File: src/rtl/multi_one_shot_pkg.sv
// multi_one_shot_pkg: shared constants for the multi-channel one-shot.
//   COUNT_W_DEF     default width of the per-channel delay counter
//   MODE_NONRETRIG  retrig input value for non-retriggerable channels
//   MODE_RETRIG     retrig input value for retriggerable channels
package multi_one_shot_pkg;
   localparam int   COUNT_W_DEF    = 27;
   localparam logic MODE_NONRETRIG = 1'b0;
   localparam logic MODE_RETRIG    = 1'b1;
endpackage

File: src/rtl/one_shot_chan.sv
// one_shot_chan: one digital one-shot channel with hold, retrigger and overrun.
//   clk, rst   clock and synchronous active-high reset
//   trig       trigger level, fires on a rising edge
//   hold_n     active-low, forces the pulse active and restarts it
//   retrig     MODE_RETRIG restarts on a busy trigger, else flags overrun
//   delay      pulse length in clk cycles, sampled only when loading
//   clr_ovr    clears the sticky overrun flag
//   q, q_n     pulse output and its complement
//   done       one-cycle strobe when a pulse ends naturally
//   overrun    sticky flag: trigger ignored while busy
module one_shot_chan
   import multi_one_shot_pkg::*;
#(
   parameter int COUNT_W = COUNT_W_DEF
) (
   input  logic               clk,
   input  logic               rst,
   input  logic               trig,
   input  logic               hold_n,
   input  logic               retrig,
   input  logic [COUNT_W-1:0] delay,
   input  logic               clr_ovr,
   output logic               q,
   output logic               q_n,
   output logic               done,
   output logic               overrun
);
   logic [COUNT_W-1:0] count_q, count_d, dly_q, dly_d;
   logic               trig_d_q, ovr_q, ovr_d, done_q, done_d, edge_s, busy;

   assign edge_s = trig & ~trig_d_q;
   assign busy   = count_q != '0;

   always_comb begin
      count_d = count_q;
      dly_d   = dly_q;
      done_d  = 1'b0;
      // a new overrun in the same cycle overrides clr_ovr
      ovr_d   = ovr_q & ~clr_ovr;
      if (!hold_n) begin
         count_d = COUNT_W'(1);
         dly_d   = delay;
      end else if (edge_s && !busy) begin
         count_d = (delay != '0) ? COUNT_W'(1) : count_q;
         dly_d   = (delay != '0) ? delay : dly_q;
      end else if (edge_s && retrig == MODE_RETRIG) begin
         count_d = COUNT_W'(1);
         dly_d   = delay;
      end else begin
         ovr_d   = ovr_d | edge_s;
         count_d = !busy ? count_q : (count_q < dly_q) ? count_q + COUNT_W'(1) : '0;
         done_d  = busy && !(count_q < dly_q);
      end
   end

   // trig_d resets high so a trigger already high at reset release does not fire
   always_ff @(posedge clk) begin
      if (rst) begin
         count_q  <= '0;
         dly_q    <= '0;
         trig_d_q <= 1'b1;
         ovr_q    <= 1'b0;
         done_q   <= 1'b0;
      end else begin
         count_q  <= count_d;
         dly_q    <= dly_d;
         trig_d_q <= trig;
         ovr_q    <= ovr_d;
         done_q   <= done_d;
      end
   end

   assign q       = busy;
   assign q_n     = ~busy;
   assign done    = done_q;
   assign overrun = ovr_q;
endmodule

File: src/rtl/multi_one_shot.sv
// multi_one_shot: CHANNELS independent digital one-shots sharing one clock.
//   clk, rst   clock and synchronous active-high reset
//   trig       per-channel trigger level, fires on a rising edge
//   hold_n     per-channel active-low hold/restart
//   retrig     per-channel mode, 1 = retriggerable
//   delay      per-channel pulse length, channel i at [i*COUNT_W +: COUNT_W]
//   clr_ovr    per-channel overrun clear
//   q, q_n     per-channel pulse output and complement
//   done       per-channel end-of-pulse strobe
//   overrun    per-channel sticky overrun flag
module multi_one_shot
   import multi_one_shot_pkg::*;
#(
   parameter int CHANNELS = 2,
   parameter int COUNT_W  = COUNT_W_DEF
) (
   input  logic                        clk,
   input  logic                        rst,
   input  logic [CHANNELS-1:0]         trig,
   input  logic [CHANNELS-1:0]         hold_n,
   input  logic [CHANNELS-1:0]         retrig,
   input  logic [CHANNELS*COUNT_W-1:0] delay,
   input  logic [CHANNELS-1:0]         clr_ovr,
   output logic [CHANNELS-1:0]         q,
   output logic [CHANNELS-1:0]         q_n,
   output logic [CHANNELS-1:0]         done,
   output logic [CHANNELS-1:0]         overrun
);
   for (genvar g = 0; g < CHANNELS; g++) begin : g_ch
      one_shot_chan #(.COUNT_W(COUNT_W)) u_chan (
         .clk     (clk),
         .rst     (rst),
         .trig    (trig[g]),
         .hold_n  (hold_n[g]),
         .retrig  (retrig[g]),
         .delay   (delay[g*COUNT_W +: COUNT_W]),
         .clr_ovr (clr_ovr[g]),
         .q       (q[g]),
         .q_n     (q_n[g]),
         .done    (done[g]),
         .overrun (overrun[g])
      );
   end
endmodule

File: config.mk
export PLATFORM = sky130hd
export DESIGN_NAME = multi_one_shot
export DESIGN_NICKNAME = d
export VERILOG_FILES = /design/src/rtl/multi_one_shot_pkg.sv /design/src/rtl/one_shot_chan.sv /design/src/rtl/multi_one_shot.sv
export SDC_FILE = /design/constraint.sdc
export NUM_CORES = 1
export LEC_CHECK = 0
export ABC_AREA = 0
export CAP_MARGIN = 20
export CORE_AREA = 2 2 139 141
export DETAILED_ROUTE_END_ITERATION = 6
export DIE_AREA = 0 0 141 143
export PLACE_DENSITY = 0.52
export SLEW_MARGIN = 20
export SYNTH_ARGS = -nofsm -noshare
export SYNTH_HDL_FRONTEND = slang
export SYNTH_SLANG_ARGS = --single-unit
File: constraint.sdc
create_clock -name clk -period 4.5 [get_ports clk]
set_clock_uncertainty 0.2 [all_clocks]
set_input_delay 0.9 -clock clk [delete_from_list [all_inputs] [get_ports clk]]
set_output_delay 0.9 -clock clk [all_outputs]
set_load 0.05 [all_outputs]
==> qor.csv <==
stage,metric,value,unit
clock_tree,Post-CTS Resized,0,
sta,Tmin final,3893,ps
placement,GP Congestion,0.7941,
final_layout,Filler cells,1807,
final_layout,# diodes,0,
setup_path,WP data required,3400,ps
run_status,outcome,"complete, no violations",
power_and_ir_drop,Leak Pwr,3.169,nW
setup_path,Startpoint Class,flip-flop,
synthesis,sequential fraction of the synthesis area,0.3550,
clock_tree,depth of the CTS H-tree,4,
placement,placed inst area,0.007229,mm^2
grt,initial antenna violation count,0,
synthesis,Post-Syn Nets,858,
setup_path,CP Capture Type,primary output,
grt,gr busiest metal,met2,
grt,M3 GR Usage,0.03421,
synthesis,Synth top cells by count,"dfxtp_1, nor2_1, inv_1",
clock_tree,Root Driver,clkbuf_16,
synthesis,prevailing post-synth register cell,dfxtp_1,
synthesis,post-synth top area share,0.3550,
job,# Max-Cap Violations,0,
synthesis,synth top area cells,"dfxtp_1, ha_1, mux2i_1, nor2_1, nor3_1",
sta,RSZ-0062 raised after global routing,false,
setup_path,WS Path Type,reg2out,
sta,"Hold Violations, Final",0,
setup_path,CP arrival,2790,ps
drt,vias,5421,
drt,starting DRC count in detailed routing,348,
drt,Pre-antenna DRT Iters,6,
floorplanning,io pins,72,
final_layout,Synth-to-Final Area Change,21.93,%
floorplanning,core box area,0.01858,mm^2
clock_tree,CTS Hold Buffers Added,0,
drt,Avg Vias per Cell,5.193,
placement,Post-DP HPWL,12.46,mm
synthesis,Synth Cell Area,0.006429,mm^2
grt,pin count of the biggest net entering global routing,51,
clock_tree,Max Root-Sink Buffers,2,
synthesis,Synth Area in Adders,0.1090,
clock_tree,CTS clock-pin slew for the worst setup and hold paths,50,ps
sta,fin. max-slew vios,0,
floorplanning,Rows,50,
grt,global route overflow,0,
grt,M1 GR Usage,0.2050,
clock_tree,setup bufs post-CTS,0,
sta,Max Clk Rate,256.8,MHz
clock_tree,Num CTS Buffers,17,
clock_tree,clk_lat worst skew,410,ps
synthesis,cell taking the most area after synthesis,dfxtp_1,
final_layout,fin nets,918,
sta,period utilization,0.8652,
power_and_ir_drop,Power Density,339.5,mW/mm^2
clock_tree,CTS tree,yes,
synthesis,Post-synth EDFFs,0,
drt,ANT nets after route,0,
synthesis,most common cell in the synthesized netlist,dfxtp_1,
final_layout,fraction of layout cells with a size suffix above 1,0.05926,
worst_hold_path,worst hold path class,reg2reg,
clock_tree,Sink Count,114,
synthesis,mux contribution to synthesized area,0.08719,
floorplanning,Die Span Y,143,um
synthesis,Synth Register Bits,114,
grt,Total GRT Usage,0.1703,
synthesis,Mean Syn Cell Area,8.711,um^2
sta,Slew @ Worst Pin,1126,ps
power_and_ir_drop,Worst VDD drop,0.2439,mV
synthesis,Synth Area in Compound Gates,0.07240,
drt,DRC viols,0,
grt,GR Util met2,0.2888,
grt,first-pass GRT wire length,27.12,mm
sta,setup TNS,0,ps
drt,WL per Instance,15.99,um
sta,max-slew headroom at the worst pin,0.2434,
grt,vias in the first global route,5491,
synthesis,Post-Syn Instances,738,
floorplanning,die area,0.02016,mm^2
synthesis,main combinational cell family by area after synthesis,simple AND/OR/NAND/NOR gates,
floorplanning,width of the die,141,um
synthesis,Post-Synth Simple-Gate Area,0.2371,
sta,# setup viols final,0,
final_layout,Final Instance Area,0.007839,mm^2
synthesis,Post-synth ARST share,0,
synthesis,Netlist cell types,54,
synthesis,Post-Synth XOR/XNOR Area,0.06131,
setup_path,CP Max Fanout,5,
synthesis,synth warn,0,
placement,Port Buffers,71,
floorplanning,initial core utilization,0.3460,
drt,Post-Route WL,16.70,mm
==> layout by cell type, fill, tap and decap left out, types with 3 or more instances in the layout <==
| cell type | synthesis | layout |
|---|---|---|
| nand3_1 | 26 | 26 |
| ha_1 | 56 | 56 |
| nor3b_1 | 3 | 3 |
| clkbuf_1 | 16 | 4 |
| nor2_1 | 82 | 82 |
| o21a_1 | 4 | 4 |
| a21o_1 | 5 | 5 |
| a311oi_1 | 4 | 4 |
| clkdlybuf4s50_1 | 0 | 70 |
| xnor2_1 | 24 | 24 |
| nand4_1 | 30 | 30 |
| dfxtp_1 | 114 | 114 |
| nor2b_1 | 5 | 5 |
| and3_1 | 11 | 11 |
| mux2i_1 | 56 | 56 |
| inv_1 | 69 | 69 |
| clkinv_2 | 0 | 4 |
| buf_4 | 11 | 3 |
| clkbuf_16 | 0 | 17 |
| and4_1 | 3 | 3 |
| xor2_1 | 21 | 21 |
| a21oi_1 | 25 | 25 |
| nand2b_1 | 5 | 4 |
| clkbuf_8 | 0 | 5 |
| and2_1 | 3 | 3 |
| nor4_1 | 26 | 26 |
| o21ai_0 | 8 | 8 |
| nor3_1 | 55 | 55 |
| nand2_1 | 34 | 34 |
==> state kept, by name, indices dropped and copies added (netlist names) <==
register              cells
g_ch.u_chan.trig_d_q      2
g_ch.u_chan.done          2
g_ch.u_chan.overrun       2
g_ch.u_chan.dly_q        54
g_ch.u_chan.count_q      54
==> path summary, 6_finish.rpt <==
path	start	end	slack, ps	cells after the start
worst max-delay path	g_ch[1].u_chan.count_q[0]$_SDFFE_PP0P_	q_n[1]	610	6
worst min-delay path	g_ch[1].u_chan.overrun$_SDFF_PP0_	g_ch[1].u_chan.overrun$_SDFF_PP0_	290	2
worst max register to register	g_ch[1].u_chan.count_q[10]$_SDFFE_PP0P_	g_ch[1].u_chan.count_q[13]$_SDFFE_PP0P_	1410	7
worst min register to register	g_ch[1].u_chan.overrun$_SDFF_PP0_	g_ch[1].u_chan.overrun$_SDFF_PP0_	290	2
==> cell type report <==
cell class / instances / area, um^2 / area share
Timing Repair Buffer: 76 / 767.0 / 0.09785
Sequential cell: 114 / 2282 / 0.2911
Clock inverter: 5 / 50.05 / 0.006385
Inverter: 69 / 259.0 / 0.03304
Multi-Input combinational cell: 520 / 3679 / 0.4693
Tap cell: 234 / 292.8 / 0.03735
Clock buffer: 26 / 509.2 / 0.06496
==> critical path, cell delays in order (launching register included) <==
cell,delay [ps]
dfxtp_1,350
inv_1,120
ha_1,140
nor4b_1,310
nand4_1,240
nor2_1,360
clkdlybuf4s50_1,870
==> where the power goes <==
part	leakage, nW	internal (mW)	total [mW]	switching (mW)
Sequential	0.931	1.05	1.07	0.0220
Clock	0.280	0.825	1.28	0.455
Combinational	1.96	0.143	0.311	0.169
==> layer usage <==
layer | up-vias | routed length [um] | share of wire
met3 | 33 | 688 | 0.041
met5 | - | 0 | 0
met1 | 2575 | 7262 | 0.43
met4 | 0 | 583 | 0.035
li1 | 2705 | - | -
met2 | 108 | 8164 | 0.49
==> logic make-up (layout without fill, tap and decap cells) <==
| logic type | after synthesis | in the layout |
|---|---|---|
| AND/OR/NAND/NOR | 299 | 299 |
| flip-flops | 114 | 114 |
| buffers and inverters | 104 | 176 |
| AO/OA/AOI/OAI | 64 | 64 |
| adder cells (fa/ha/maj) | 56 | 56 |
| multiplexers | 56 | 56 |
| XOR/XNOR | 45 | 45 |
==> per-stage QoR <==
stage                     utilization  power (mW)  hold WS [ps]  setup slack [ps]  instances
final                          0.4219       2.661         285.7             606.5       1044
after global routing           0.4219       2.773         312.7             488.3       1044
after CTS                      0.4192       2.680         292.7             602.6       1042
after detailed placement       0.3891       1.397         278.6             252.0       1011
after global placement         0.3891       1.388         265.6             328.8       1011
after floorplan                     -       1.285         249.8              2011        738
Power figures use the tool's default switching activity.
